**src/rtl/serial_ripple_adder_pkg.sv**
```systemverilog
// Shared types and helpers for the serial ripple adder.
// Holds the FSM state encoding and the chunk-counter width calculation.
package serial_ripple_adder_pkg;

  typedef enum logic [1:0] {
    IDLE = 2'd0,
    RUN  = 2'd1,
    DONE = 2'd2
  } state_t;

  // Ceiling log2. Returns 0 for n <= 1, so callers clamp to at least one bit.
  function automatic int clog2(input int n);
    int r;
    r = 0;
    while ((1 << r) < n) r++;
    return r;
  endfunction

endpackage

```
**src/rtl/serial_ripple_adder_ripple_chunk.sv**
```systemverilog
// Combinational ripple of BITS_PER_CYCLE full-adder cells.
// Also exports the carry into the top bit so the caller can form signed overflow.
module ripple_chunk #(
  parameter int BITS_PER_CYCLE = 1
) (
  input  logic [BITS_PER_CYCLE-1:0] a,
  input  logic [BITS_PER_CYCLE-1:0] b,
  input  logic                      ci,
  output logic [BITS_PER_CYCLE-1:0] s,
  output logic                      co,
  output logic                      c_top
);

  logic [BITS_PER_CYCLE:0] c;

  assign c[0] = ci;

  for (genvar i = 0; i < BITS_PER_CYCLE; i++) begin : g_fa
    assign s[i]   = a[i] ^ b[i] ^ c[i];
    assign c[i+1] = (a[i] & b[i]) | (c[i] & (a[i] ^ b[i]));
  end

  assign co    = c[BITS_PER_CYCLE];
  assign c_top = c[BITS_PER_CYCLE-1];

endmodule

```
**src/rtl/serial_ripple_adder.sv**
```systemverilog
// Multi-cycle adder/subtractor: adds BITS_PER_CYCLE bits per clock, LSB chunk first,
// and presents sum/cout/ovf with a one-cycle done pulse.
module serial_ripple_adder
  import serial_ripple_adder_pkg::*;
#(
  parameter int WIDTH          = 8,
  parameter int BITS_PER_CYCLE = 1
) (
  input  logic             clk,
  input  logic             rst,
  input  logic             start,
  input  logic             sub,
  input  logic             cin,
  input  logic [WIDTH-1:0] a,
  input  logic [WIDTH-1:0] b,
  output logic             busy,
  output logic             done,
  output logic [WIDTH-1:0] sum,
  output logic             cout,
  output logic             ovf
);

  localparam int N  = WIDTH / BITS_PER_CYCLE;
  localparam int CW = (clog2(N) < 1) ? 1 : clog2(N);
  localparam logic [CW-1:0] LAST = CW'(N - 1);

  if (WIDTH < 2 || (WIDTH % BITS_PER_CYCLE) != 0) begin : g_bad_params
    $error("serial_ripple_adder: WIDTH must be >= 2 and a multiple of BITS_PER_CYCLE");
  end

  // Handshake: start is accepted only in IDLE or DONE (ignored while busy);
  // done is a one-cycle pulse and sum/cout/ovf hold until the next done.
  state_t              state_q, state_d;
  logic                take, last;
  logic [WIDTH-1:0]    a_q, b_q, res_q, res_d;
  logic [CW-1:0]       cnt_q;
  logic                carry_q;
  logic [BITS_PER_CYCLE-1:0] chunk_s;
  logic                chunk_co, chunk_ctop;

  ripple_chunk #(
    .BITS_PER_CYCLE(BITS_PER_CYCLE)
  ) u_chunk (
    .a    (a_q[BITS_PER_CYCLE-1:0]),
    .b    (b_q[BITS_PER_CYCLE-1:0]),
    .ci   (carry_q),
    .s    (chunk_s),
    .co   (chunk_co),
    .c_top(chunk_ctop)
  );

  always_comb begin
    state_d = state_q;
    take    = 1'b0;
    last    = 1'b0;
    unique case (state_q)
      IDLE: begin
        if (start) begin
          take    = 1'b1;
          state_d = RUN;
        end
      end
      RUN: begin
        if (cnt_q == LAST) begin
          last    = 1'b1;
          state_d = DONE;
        end
      end
      DONE: begin
        if (start) begin
          take    = 1'b1;
          state_d = RUN;
        end else begin
          state_d = IDLE;
        end
      end
      default: state_d = IDLE;
    endcase
  end

  // Result shifts in from the top so the final chunk lands in the MSBs.
  always_comb begin
    res_d = res_q >> BITS_PER_CYCLE;
    res_d[WIDTH-1 -: BITS_PER_CYCLE] = chunk_s;
  end

  always_ff @(posedge clk) begin
    if (rst) begin
      state_q <= IDLE;
      a_q     <= '0;
      b_q     <= '0;
      res_q   <= '0;
      cnt_q   <= '0;
      carry_q <= 1'b0;
      sum     <= '0;
      cout    <= 1'b0;
      ovf     <= 1'b0;
    end else begin
      state_q <= state_d;
      if (take) begin
        a_q     <= a;
        b_q     <= sub ? ~b : b;
        carry_q <= sub ? 1'b1 : cin;
        cnt_q   <= '0;
      end else if (state_q == RUN) begin
        a_q     <= a_q >> BITS_PER_CYCLE;
        b_q     <= b_q >> BITS_PER_CYCLE;
        carry_q <= chunk_co;
        res_q   <= res_d;
        cnt_q   <= last ? '0 : cnt_q + CW'(1);
        if (last) begin
          sum  <= res_d;
          cout <= chunk_co;
          ovf  <= chunk_co ^ chunk_ctop;
        end
      end
    end
  end

  assign busy = (state_q == RUN);
  assign done = (state_q == DONE);

endmodule

```
**config.mk**
```make
export PLATFORM = sky130hd
export DESIGN_NAME = serial_ripple_adder
export DESIGN_NICKNAME = d
export VERILOG_FILES = /design/src/rtl/serial_ripple_adder_pkg.sv /design/src/rtl/serial_ripple_adder_ripple_chunk.sv /design/src/rtl/serial_ripple_adder.sv
export SDC_FILE = /design/constraint.sdc
export NUM_CORES = 1
export LEC_CHECK = 0
export BUFFER_PORTS_ARGS = -buffer_cell sky130_fd_sc_hd__clkbuf_2
export CAP_MARGIN = 0
export CELL_PAD_IN_SITES_DETAIL_PLACEMENT = 1
export CELL_PAD_IN_SITES_GLOBAL_PLACEMENT = 1
export CORE_MARGIN = 2
export CORE_UTILIZATION = 39
export CTS_BUF_LIST = sky130_fd_sc_hd__clkbuf_4 sky130_fd_sc_hd__clkbuf_8 sky130_fd_sc_hd__clkbuf_16
export CTS_CLUSTER_SIZE = 24
export DETAILED_ROUTE_END_ITERATION = 10
export PLACE_DENSITY = 0.88
export SYNTH_ARGS = -nofsm -noshare
export SYNTH_HDL_FRONTEND = slang
export SYNTH_SLANG_ARGS = --single-unit
```
**constraint.sdc**
```tcl
create_clock -name clk -period 1.6 [get_ports clk]
set_clock_uncertainty 0.1 [all_clocks]
set_input_delay 0.32 -clock clk [delete_from_list [all_inputs] [get_ports clk]]
set_output_delay 0.32 -clock clk [all_outputs]
set_load 0.02 [all_outputs]
```
==> results.sh, run 1 <==
export IMPL_crit_path_end_kind="output port"
export IMPL_gp_routability_congestion=0.809
export IMPL_synth_warnings=0
export IMPL_postSynthRegisterBits=39
export IMPL_detail_route_drc_violations=0
export IMPL_final_max_slew_viol_count=0
export IMPL_die_area_um2=4680
export IMPL_max_cap_viol_count=0
export IMPL_rsz_0062_raised_after_global_routing="no"
export IMPL_clockBufferDepth=2
export IMPL_synth_seq_area_share_pct=48.3
export IMPL_post_dp_hpwl_mm=2.63
export IMPL_final_non_filler_cells=272
export IMPL_worstSetupPathType="flip-flop to output port"
export IMPL_cts_buffers=5
export IMPL_clk_root_buffer_cell="sky130_fd_sc_hd__clkbuf_8"
export IMPL_synth_edf_count=0
export IMPL_port_buffers=32
export IMPL_r2r_start="cnt_q[0]"
export IMPL_clk_pin_slew_ns=0.07
export IMPL_timing_hold_worst_start="a[7]"
export IMPL_detail_route_iter0_violations=79
export IMPL_max_slew_margin_rel_pct=82.9
export IMPL_post_cts_setup_buffer_count=0
export IMPL_dpl_cell_area_um2=1860
export IMPL_maxClockFrequency_mhz=667
export IMPL_setup_worst_path_start_class="flip-flop"
export IMPL_io_pins=33
export IMPL_nNetsFinal=246
export IMPL_post_synth_num_cell_types=31
export IMPL_finalSetupViolations=0
export IMPL_launching_instance_or_port_of_the_critical_path="state_q[0]"
export IMPL_hold_viol=0
export IMPL_die_w_um=68.4
export IMPL_initial_utilization_pct=40.4
export IMPL_row_count=23
export IMPL_grt_start_max_net_pins=40
export IMPL_drt_via_density=5.31
export IMPL_irDropWorstVdd_v=0.000580
export IMPL_post_synth_cell_area_avg_um2=8.51
export IMPL_timing_hold_worst_class="input pin to flip-flop"
export IMPL_post_cts_hold_buffer_count=0
export IMPL_grt_first_pass_wirelength_mm=6.33
export IMPL_finalWirelength_mm=3.87
export IMPL_share_of_cells_above_drive_strength_1_pct=23.9
export IMPL_final_area_um2=1970
export IMPL_grt_most_used_layer="met2"
export IMPL_die_height_um=68.4
export IMPL_drt_antenna_violating_nets=0
export IMPL_drt_wirelength_per_cell_um=14.2
export IMPL_antenna_found_initial=0
export IMPL_grt_met3_usage_pct=4.44
export IMPL_worstPathMaxFanout=9
export IMPL_finalCritPeriodShare_pct=93.7
export IMPL_grt_overflow_total=0
export IMPL_grt_pass1_vias=1440
export IMPL_firstDrtPassIters=3
export IMPL_cts_sinks=39
export IMPL_synthesis_instances=190
export IMPL_postSynth_topFlopCell="sky130_fd_sc_hd__dfxtp_1"
export IMPL_final_min_clock_period_ns=1.50
export IMPL_mappedNetlistArea_um2=1620
export IMPL_diodes=0
export IMPL_fin_setup_tns_ns=0
export IMPL_design_core_area_um2=4000
export IMPL_globalRouteMet1Util_pct=21.0
export IMPL_clk_latency_ns=0.29
export IMPL_cellLeakagePower_nw=0.769
export IMPL_vias=1445
export IMPL_cts_htree_levels=2
export IMPL_flow_area_growth_from_synthesis_pct=21.8
export IMPL_worst_endpoint_required_ns=1.18
export IMPL_synth_async_reset_ratio_pct=0
export IMPL_cp_arrival_ns=1.08
export IMPL_num_fill_cells=486
export IMPL_power_density_nw_per_um2=1010
export IMPL_worst_slew_pin_transition_ns=0.254
export IMPL_grt_use_met2_pct=32.3
export IMPL_tritoncts="built"
export IMPL_grt_util_all_layers_pct=18.2
export IMPL_dp_cells=264
export IMPL_run_status="finished clean"
export IMPL_syn_nets=214
## through the flow
| stage | hold WS (ns) | setup WS (ns) | utilization, % | power [W] |
|---|---|---|---|---|
| floorplan | 0.332 | 0.162 | - | 0.00125 |
| global placement | 0.347 | 0.0539 | 46.4 | 0.00133 |
| detailed placement | 0.352 | -0.00546 | 46.4 | 0.00135 |
| CTS | 0.175 | 0.0285 | 48.8 | 0.00201 |
| global route | 0.187 | 0.0216 | 49.2 | 0.00208 |
| finish | 0.176 | 0.101 | 49.2 | 0.00199 |
## flip-flops by register name, indices dropped and copies added (netlist names)
signal   flops
a_q          8
b_q          8
carry_q      1
cnt_q        3
cout         1
ovf          1
res_q        7
state_q      2
sum          8
## cell type report
| cell class | count | area, um2 | share of cell area (%) |
|---|---|---|---|
| clock buffer | 6 | 82.6 | 4.19 |
| multi-input combinational | 136 | 764 | 38.8 |
| clock inverter | 1 | 5.00 | 0.254 |
| inverter | 1 | 6.26 | 0.318 |
| tap | 50 | 62.6 | 3.18 |
| sequential | 39 | 783 | 39.8 |
| timing repair buffer | 39 | 265 | 13.5 |
## logic make-up after synthesis
group,after synthesis,synth area share [%]
compound gates,42,15.6
flops,39,48.3
buf+inv,16,5.49
simple gates,81,22.9
fa+ha+maj,3,2.79
xor+xnor,9,4.88
## worst max-delay path, cell delays in order, from the launching register on
cell and delay [ns]:
sky130_fd_sc_hd__dfxtp_2 0.43, sky130_fd_sc_hd__nand2b_4 0.10, sky130_fd_sc_hd__inv_4 0.09, sky130_fd_sc_hd__clkbuf_4 0.17
## cells in the mapped netlist (all sizes together) (3+ instances only)
| library cell | count | area [um2] |
|---|---|---|
| a22oi | 3 | 22.5 |
| xor2 | 8 | 70.1 |
| dfxtp | 39 | 781 |
| buf | 11 | 68.8 |
| nand2 | 42 | 158 |
| nor2 | 6 | 22.5 |
| nor3 | 18 | 90.1 |
| a311oi | 3 | 26.3 |
| o22ai | 8 | 50.1 |
| clkbuf | 4 | 16.3 |
| nand3 | 6 | 30.0 |
| a21oi | 23 | 115 |
## routing by layer
layer,vias up,share of wire [%]
li1,719,-
met1,699,45
met2,21,52
met3,6,2.6
met4,0,1.2
met5,-,0
## worst paths after layout
kind	end	slack (ns)	cells past startpoint
setup / recovery	busy	0.10	3
hold / removal	a_q[7]	0.18	3
setup reg to reg	cnt_q[0]	0.10	4
hold reg to reg	sum[3]	0.36	2
## power breakdown
part | internal, W | total [W] | leakage, nW | switching (W)
Clock | 0.000338 | 0.000661 | 0.0470 | 0.000323
Sequential | 0.00102 | 0.00105 | 0.319 | 0.0000336
Combinational | 0.000125 | 0.000273 | 0.403 | 0.000148
Total | 0.00148 | 0.00199 | 0.769 | 0.000504
## what timing repair did
item | 4_1_cts | 5_1_grt
resized for setup | 4 | 3
setup endpoints to repair | 3 | 4
gates cloned | 0 | 1
hold endpoints to repair | 0 | 0
pin swaps | 0 | 1
## layout by cell type (no fill, tap or decap)
master,netlist,final
sky130_fd_sc_hd__nand2b_4,0,1
sky130_fd_sc_hd__o21ai_0,1,1
sky130_fd_sc_hd__clkbuf_2,1,31
sky130_fd_sc_hd__ha_2,0,1
sky130_fd_sc_hd__clkinv_2,0,1
sky130_fd_sc_hd__inv_4,0,1
sky130_fd_sc_hd__nor4bb_1,2,2
sky130_fd_sc_hd__nand3b_1,1,1
sky130_fd_sc_hd__or3_1,1,1
sky130_fd_sc_hd__a311oi_1,3,3
sky130_fd_sc_hd__o21a_1,1,1
sky130_fd_sc_hd__nand3_1,6,6
sky130_fd_sc_hd__nor2_1,6,6
sky130_fd_sc_hd__a21oi_1,23,23
sky130_fd_sc_hd__buf_4,3,3
sky130_fd_sc_hd__and3b_1,1,1
sky130_fd_sc_hd__xnor2_1,1,1
sky130_fd_sc_hd__o22ai_1,8,8
sky130_fd_sc_hd__nand2b_1,1,1
sky130_fd_sc_hd__xor2_1,8,8
sky130_fd_sc_hd__clkbuf_8,0,6
sky130_fd_sc_hd__a211oi_2,1,1
sky130_fd_sc_hd__clkbuf_4,0,1
sky130_fd_sc_hd__a22oi_1,3,3
sky130_fd_sc_hd__ha_1,2,1
sky130_fd_sc_hd__nor2b_1,2,2
sky130_fd_sc_hd__nand2_1,42,42
sky130_fd_sc_hd__dfxtp_2,0,2
sky130_fd_sc_hd__fa_1,1,1
sky130_fd_sc_hd__and3b_2,0,1
sky130_fd_sc_hd__buf_12,0,4
sky130_fd_sc_hd__nor3_1,18,18
sky130_fd_sc_hd__a211oi_1,1,1
sky130_fd_sc_hd__a31oi_1,1,1
sky130_fd_sc_hd__dfxtp_1,39,37
Power figures use the tool's default switching activity.
==> inputs of run 2 (changes only) <==
ABC_AREA = 1   (was unset)
HOLD_SLACK_MARGIN = 0.02   (was unset)
PLACE_DENSITY = 0.89   (was 0.88)
==> run 2 against run 1 <==
  * Final cell count increased by 23%
  * Power grew 13%
  * Critical path depth rose by 4
  * Sequential power about the same
  * First-iteration DRC count fell by 46%
  * Via count grew 15%
  * Combinational power is 18% higher
  * Clock power rose by 27%
  * Non-clock buffer count decreased by 1
  * Sequential share of layout area decreased by 2.8 points
  * Utilization down 1.4 points
  * Critical path type is now flip-flop to flip-flop
==> results.sh, run 2 <==
export IMPL_run_status="finished clean"
export IMPL_diodes=0
export IMPL_drt_antenna_violating_nets=0
export IMPL_synth_async_reset_ratio_pct=0
export IMPL_clk_root_buffer_cell="sky130_fd_sc_hd__clkbuf_8"
export IMPL_synth_seq_area_share_pct=43.2
export IMPL_final_area_um2=2110
export IMPL_power_switching_w=0.000618
export IMPL_launching_instance_or_port_of_the_critical_path="cnt_q[0]"
export IMPL_syn_nets=270
export IMPL_die_area_um2=5200
export IMPL_antenna_found_initial=0
export IMPL_synth_top_cell_area_share_pct=43.2
export IMPL_post_cts_hold_buffer_count=0
export IMPL_crit_path_end_kind="flip-flop"
export IMPL_final_min_clock_period_ns=1.51
export IMPL_firstDrtPassIters=4
export IMPL_grt_util_all_layers_pct=19.8
export IMPL_p_comb_share_pct=14.4
export IMPL_yosys_area_top_type="sky130_fd_sc_hd__dfxtp_1"
export IMPL_gp_routability_congestion=0.780
export IMPL_cts_buffers=5
export IMPL_detail_route_drc_violations=0
export IMPL_clk_latency_ns=0.30
export IMPL_timing_hold_worst_class="input pin to flip-flop"
export IMPL_ff_latch_area_um2=782
export IMPL_power_frac_clock_pct=37.6
export IMPL_worst_endpoint_required_ns=1.69
export IMPL_synth_commonest_cells="49 x sky130_fd_sc_hd__nand2_1, 43 x sky130_fd_sc_hd__nor2_1, 39 x sky130_fd_sc_hd__dfxtp_1, 27 x sky130_fd_sc_hd__inv_1, 20 x sky130_fd_sc_hd__o21ai_0"
export IMPL_die_height_um=72.1
export IMPL_synth_area_top_cells="sky130_fd_sc_hd__dfxtp_1 43%, sky130_fd_sc_hd__nand2_1 10%, sky130_fd_sc_hd__nor2_1 8.9%, sky130_fd_sc_hd__inv_1 5.6%, sky130_fd_sc_hd__o21ai_0 5.5%"
export IMPL_post_dp_hpwl_mm=3.25
export IMPL_postSynth_topFlopCell="sky130_fd_sc_hd__dfxtp_1"
export IMPL_flow_area_growth_from_synthesis_pct=16.9
export IMPL_synthesis_instances=246
export IMPL_design_power_total_w=0.00223
export IMPL_hold_viol=0
export IMPL_timing_hold_ws_ns=0.176
export IMPL_dpl_cell_area_um2=2000
export IMPL_mappedNetlistArea_um2=1810
export IMPL_power_density_nw_per_um2=1060
export IMPL_worstPathMaxFanout=10
export IMPL_grt_pass1_vias=1718
export IMPL_io_pins=33
export IMPL_post_synth_num_cell_types=26
export IMPL_post_synth_cell_area_avg_um2=7.35
export IMPL_post_cts_setup_buffer_count=0
export IMPL_row_count=24
export IMPL_multiInputGateArea_um2=823
export IMPL_reg_largest_list="a_q (8), b_q (8), sum (8)"
export IMPL_irDropWorstVdd_v=0.000362
export IMPL_nNetsFinal=305
export IMPL_worst_slew_pin_transition_ns=0.279
export IMPL_clockBufferDepth=2
export IMPL_cp_arrival_ns=1.60
export IMPL_setup_worst_path_start_class="flip-flop"
export IMPL_postSynthRegisterBits=39
export IMPL_initial_utilization_pct=41.0
export IMPL_drt_via_density=4.97
export IMPL_finalWirelength_mm=4.66
export IMPL_max_cap_viol_count=0
export IMPL_design_core_area_um2=4410
export IMPL_rsz_0062_raised_after_global_routing="no"
export IMPL_maxClockFrequency_mhz=663
export IMPL_worstSetupPathType="flip-flop to flip-flop"
export IMPL_mostFrequentLayoutCell="sky130_fd_sc_hd__nand2_1"
export IMPL_cts_sinks=39
export IMPL_clk_pin_slew_ns=0.08
export IMPL_port_buffers=32
export IMPL_cellLeakagePower_nw=1.07
export IMPL_final_cell_mix="49 x sky130_fd_sc_hd__nand2_1, 43 x sky130_fd_sc_hd__nor2_1, 38 x sky130_fd_sc_hd__dfxtp_1"
export IMPL_fin_setup_tns_ns=0
export IMPL_share_of_cells_above_drive_strength_1_pct=23.0
export IMPL_tritoncts="built"
export IMPL_detail_route_iter0_violations=43
export IMPL_vias=1660
export IMPL_share_seq_of_total_power_pct=48.1
export IMPL_power_switching_fraction_pct=27.6
export IMPL_drt_wirelength_per_cell_um=13.9
export IMPL_timing_hold_worst_start="a[7]"
export IMPL_num_fill_cells=589
export IMPL_synth_edf_count=0
export IMPL_cts_repair_resize_count=0
export IMPL_internal_power_w=0.00162
export IMPL_r2r_start="cnt_q[0]"
export IMPL_finalSetupViolations=0
export IMPL_grt_start_max_net_pins=20
export IMPL_final_max_slew_viol_count=0
export IMPL_max_slew_margin_rel_pct=81.4
export IMPL_die_w_um=72.1
export IMPL_grt_first_pass_wirelength_mm=7.93
export IMPL_finalCritPeriodShare_pct=94.3
export IMPL_post_synth_top_count_cell="sky130_fd_sc_hd__nand2_1"
export IMPL_synth_warnings=0
export IMPL_cts_htree_levels=2
export IMPL_grt_overflow_total=0
-- run 2: changes by cell type after synthesis, moves of 7 or more --
cell,delta
sky130_fd_sc_hd__a21oi_1,-13
sky130_fd_sc_hd__inv_1,+27
sky130_fd_sc_hd__nand2_1,+7
sky130_fd_sc_hd__nand3_1,+9
sky130_fd_sc_hd__nor2_1,+37
sky130_fd_sc_hd__nor3_1,-16
sky130_fd_sc_hd__o21ai_0,+19
sky130_fd_sc_hd__o21ai_1,+7
sky130_fd_sc_hd__o22ai_1,-8
sky130_fd_sc_hd__xor2_1,-7
-- run 2: worst paths after layout --
check,end,slack [ns],cells after the start
worst min register to register,b_q[7],0.37,2
worst max-delay path,ovf,0.09,7
worst max register to register,ovf,0.09,7
worst min-delay path,a_q[7],0.18,3
-- run 2: critical path, stage by stage, from the launching register on --
cell                      delay, ns
sky130_fd_sc_hd__dfxtp_1       0.37
sky130_fd_sc_hd__ha_1          0.16
sky130_fd_sc_hd__ha_1          0.17
sky130_fd_sc_hd__inv_1         0.08
sky130_fd_sc_hd__nor2_4        0.19
sky130_fd_sc_hd__inv_2         0.13
sky130_fd_sc_hd__nor2_1        0.14
sky130_fd_sc_hd__nor2_1        0.08
-- run 2: cell families (layout without fill, tap and decap cells) --
logic type,count (synthesis),after routing,synth area share [%]
adder cells (fa/ha/maj),3,3,2.49
XOR/XNOR,1,1,0.485
AND/OR/NAND/NOR,122,122,30.3
AO/OA/AOI/OAI,41,41,12.2
buffers and inverters,40,76,11.3
flip-flops,39,39,43.2
-- run 2: final cells by class --
class	count	area share (%)
clock buffer	5	3.26
inverter	30	5.33
sequential	39	37.0
timing repair buffer	38	10.3
tap	52	3.08
multi-input combinational	167	39.0
clock inverter	3	2.07
-- run 2: per-stage QoR --
stage          utilization (%)  cells  worst slack (ns)
2_1_floorplan                -    246             0.313
3_3_place_gp              45.3    326             0.210
3_5_place_dp              45.3    326             0.149
4_1_cts                   47.8    334            0.0301
5_1_grt                   47.9    334            0.0259
6_report                  47.9    334            0.0907
-- run 2: layer usage --
metal / global-route usage (%) / up-vias / part of all wire, %
li1: - / 838 / -
met1: 24.2 / 780 / 44
met2: 34.8 / 34 / 50
met3: 3.47 / 8 / 3.4
met4: 6.92 / 0 / 1.8
met5: 0 / - / 0
-- run 2: power by group through the flow --
| stage | sequential [W] | combinational, W | clock, W |
|---|---|---|---|
| finish | 0.00107 | 0.000321 | 0.000840 |
| detailed placement | 0.00109 | 0.000317 | 0 |
| global route | 0.00108 | 0.000364 | 0.000901 |
| floorplan | 0.00108 | 0.000243 | 0 |
| global placement | 0.00109 | 0.000301 | 0 |
| CTS | 0.00107 | 0.000325 | 0.000847 |
==> inputs of run 3 (changes only) <==
SETUP_SLACK_MARGIN = 0.3   (was unset)
==> run 3 against run 2 <==
  * Utilization rose by 12 points
  * Combinational power rose by 60%
  * Highest routed layer unchanged
  * Design area rose by 25%
  * Largest power group unchanged
  * Power rose by 11%
==> results.sh, run 3 (synthesis results as in run 2) <==
export IMPL_run_status="finished clean"
export IMPL_tritoncts="built"
export IMPL_diodes=0
export IMPL_critical_path_n_buffers_inverters=2
export IMPL_io_pins=33
export IMPL_die_area_um2=5200
export IMPL_design_core_area_um2=4410
export IMPL_share_seq_of_total_power_pct=43.9
export IMPL_timing_hold_worst_class="input pin to flip-flop"
export IMPL_port_buffers=32
export IMPL_cp_arrival_ns=1.08
export IMPL_timing_hold_ws_ns=0.165
export IMPL_firstDrtPassIters=4
export IMPL_gp_routability_congestion=0.780
export IMPL_detail_route_drc_violations=0
export IMPL_grt_pass1_vias=1807
export IMPL_drt_antenna_violating_nets=0
export IMPL_cts_htree_levels=2
export IMPL_timing_critical_path_max_delay_family="flip-flops"
export IMPL_final_cell_mix="40 x sky130_fd_sc_hd__nand2_1, 34 x sky130_fd_sc_hd__nor2_1, 32 x sky130_fd_sc_hd__dfxtp_1"
export IMPL_worstPathMaxFanout=2
export IMPL_critical_path_max_stage_delay_ns=0.37
export IMPL_internal_power_w=0.00171
export IMPL_finalWirelength_mm=7.38
export IMPL_final_core_occ_pct=59.8
export IMPL_hold_viol=0
export IMPL_finalCritPeriodShare_pct=93.6
export IMPL_die_w_um=72.1
export IMPL_detail_route_iter0_violations=138
export IMPL_power_switching_w=0.000771
export IMPL_max_cap_viol_count=0
export IMPL_reg_largest_list="a_q (8), b_q (8), sum (8)"
export IMPL_worstSetupPathType="flip-flop to output port"
export IMPL_final_max_slew_viol_count=0
export IMPL_antenna_found_initial=0
export IMPL_clk_latency_ns=0.31
export IMPL_power_switching_fraction_pct=31.0
export IMPL_cts_buffers=5
export IMPL_nNetsFinal=331
export IMPL_drt_wirelength_per_cell_um=20.5
export IMPL_fin_setup_tns_ns=0
export IMPL_rsz_0062_raised_after_global_routing="yes"
export IMPL_grt_overflow_total=0
export IMPL_initial_utilization_pct=41.0
export IMPL_row_count=24
export IMPL_cts_sinks=39
export IMPL_clk_root_buffer_cell="sky130_fd_sc_hd__clkbuf_8"
export IMPL_clockBufferDepth=2
export IMPL_finalSetupViolations=0
export IMPL_p_comb_share_pct=20.7
export IMPL_post_dp_hpwl_mm=3.25
export IMPL_vias=1934
export IMPL_cellLeakagePower_nw=1.25
export IMPL_die_height_um=72.1
export IMPL_setup_worst_path_start_class="flip-flop"
export IMPL_final_min_clock_period_ns=1.50
export IMPL_power_density_nw_per_um2=940
export IMPL_share_of_cells_above_drive_strength_1_pct=43.8
export IMPL_grt_first_pass_wirelength_mm=9.19
export IMPL_grt_start_max_net_pins=20
export IMPL_mostFrequentLayoutCell="sky130_fd_sc_hd__nand2_1"
export IMPL_maxClockFrequency_mhz=668
export IMPL_grt_util_all_layers_pct=23.5
export IMPL_flow_area_growth_from_synthesis_pct=46.1
export IMPL_clk_pin_slew_ns=0.09
export IMPL_post_cts_hold_buffer_count=0
export IMPL_critical_path_slowest_cell="sky130_fd_sc_hd__dfxtp_4"
export IMPL_drt_via_density=5.37
export IMPL_crit_path_end_kind="output port"
export IMPL_timing_critical_path_cells="buf_6, nor2_4, buf_8"
export IMPL_worst_endpoint_required_ns=1.18
export IMPL_irDropWorstVdd_v=0.000807
export IMPL_max_slew_margin_rel_pct=77.1
export IMPL_worst_slew_pin_transition_ns=0.341
export IMPL_power_frac_clock_pct=35.4
run 3: cell count changes in the layout (fill, tap and decap cells not counted), sizes merged:
cell | previous run | this run
buf | 6 | 34
clkbuf | 37 | 33
clkinv | 2 | 3
clkinvlp | 0 | 1
inv | 30 | 29
nand2 | 53 | 54
run 3: metrics by stage:
| step | cell area [um2] | power (W) | cells | setup slack, ns |
|---|---|---|---|---|
| floorplan | 1810 | 0.00133 | 246 | 0.313 |
| global placement | 2000 | 0.00139 | 326 | 0.210 |
| detailed placement | 2000 | 0.00141 | 326 | 0.149 |
| CTS | 2300 | 0.00228 | 342 | 0.174 |
| global route | 2640 | 0.00255 | 360 | 0.0754 |
| finish | 2640 | 0.00248 | 360 | 0.103 |
run 3: per-layer routing:
layer / share of wire [%] / wire length, um / global-route usage, % / vias to the layer above
met5: 0 / 0 / 0 / -
met4: 4.4 / 323 / 8.18 / 0
met3: 3.8 / 280 / 4.31 / 22
met2: 51 / 3760 / 40.3 / 65
met1: 41 / 3010 / 29.6 / 953
li1: - / - / - / 894
run 3: power by group through the flow:
stage	sequential [W]	combinational, W	clock (W)
3_3_place_gp	0.00109	0.000301	0
5_1_grt	0.00110	0.000547	0.000908
6_report	0.00109	0.000515	0.000878
3_5_place_dp	0.00109	0.000317	0
4_1_cts	0.00108	0.000360	0.000847
2_1_floorplan	0.00108	0.000243	0
run 3: final timing paths:
path / cells past startpoint / start / slack (ns) / end
hold / removal: 2 / rst / 0.17 / a_q[0]
setup / recovery: 3 / state_q[1] / 0.10 / busy
setup reg to reg: 9 / state_q[1] / 0.11 / a_q[0]
hold reg to reg: 2 / b_q[7] / 0.38 / b_q[7]
run 3: worst reg2reg max path: stages, from the launching register on:
cell and delay (ns):
sky130_fd_sc_hd__dfxtp_4 0.37, sky130_fd_sc_hd__buf_6 0.12, sky130_fd_sc_hd__nor2_4 0.14, sky130_fd_sc_hd__buf_6 0.11, sky130_fd_sc_hd__buf_6 0.11, sky130_fd_sc_hd__buf_8 0.13
sky130_fd_sc_hd__nand2_2 0.07, sky130_fd_sc_hd__nand2_2 0.08, sky130_fd_sc_hd__inv_2 0.05, sky130_fd_sc_hd__a21oi_2 0.12
run 3: final cells by class:
type / count / area [um2]
sequential: 39 / 797
clock buffer: 5 / 68.8
timing repair inverter: 1 / 7.51
tap: 52 / 65.1
multi-input combinational: 168 / 1040
fill: 540 / 1770
inverter: 30 / 133
clock inverter: 3 / 43.8
timing repair buffer: 62 / 489
run 3: timing repair:
| action | 4_1_cts | 5_1_grt |
|---|---|---|
| setup buffers | 7 | 16 |
| pin swaps | 4 | 19 |
| endpoints found under the hold margin | 0 | 0 |
| setup endpoints to repair | 31 | 36 |
| gates resized for setup | 38 | 65 |
| cloned | 1 | 2 |
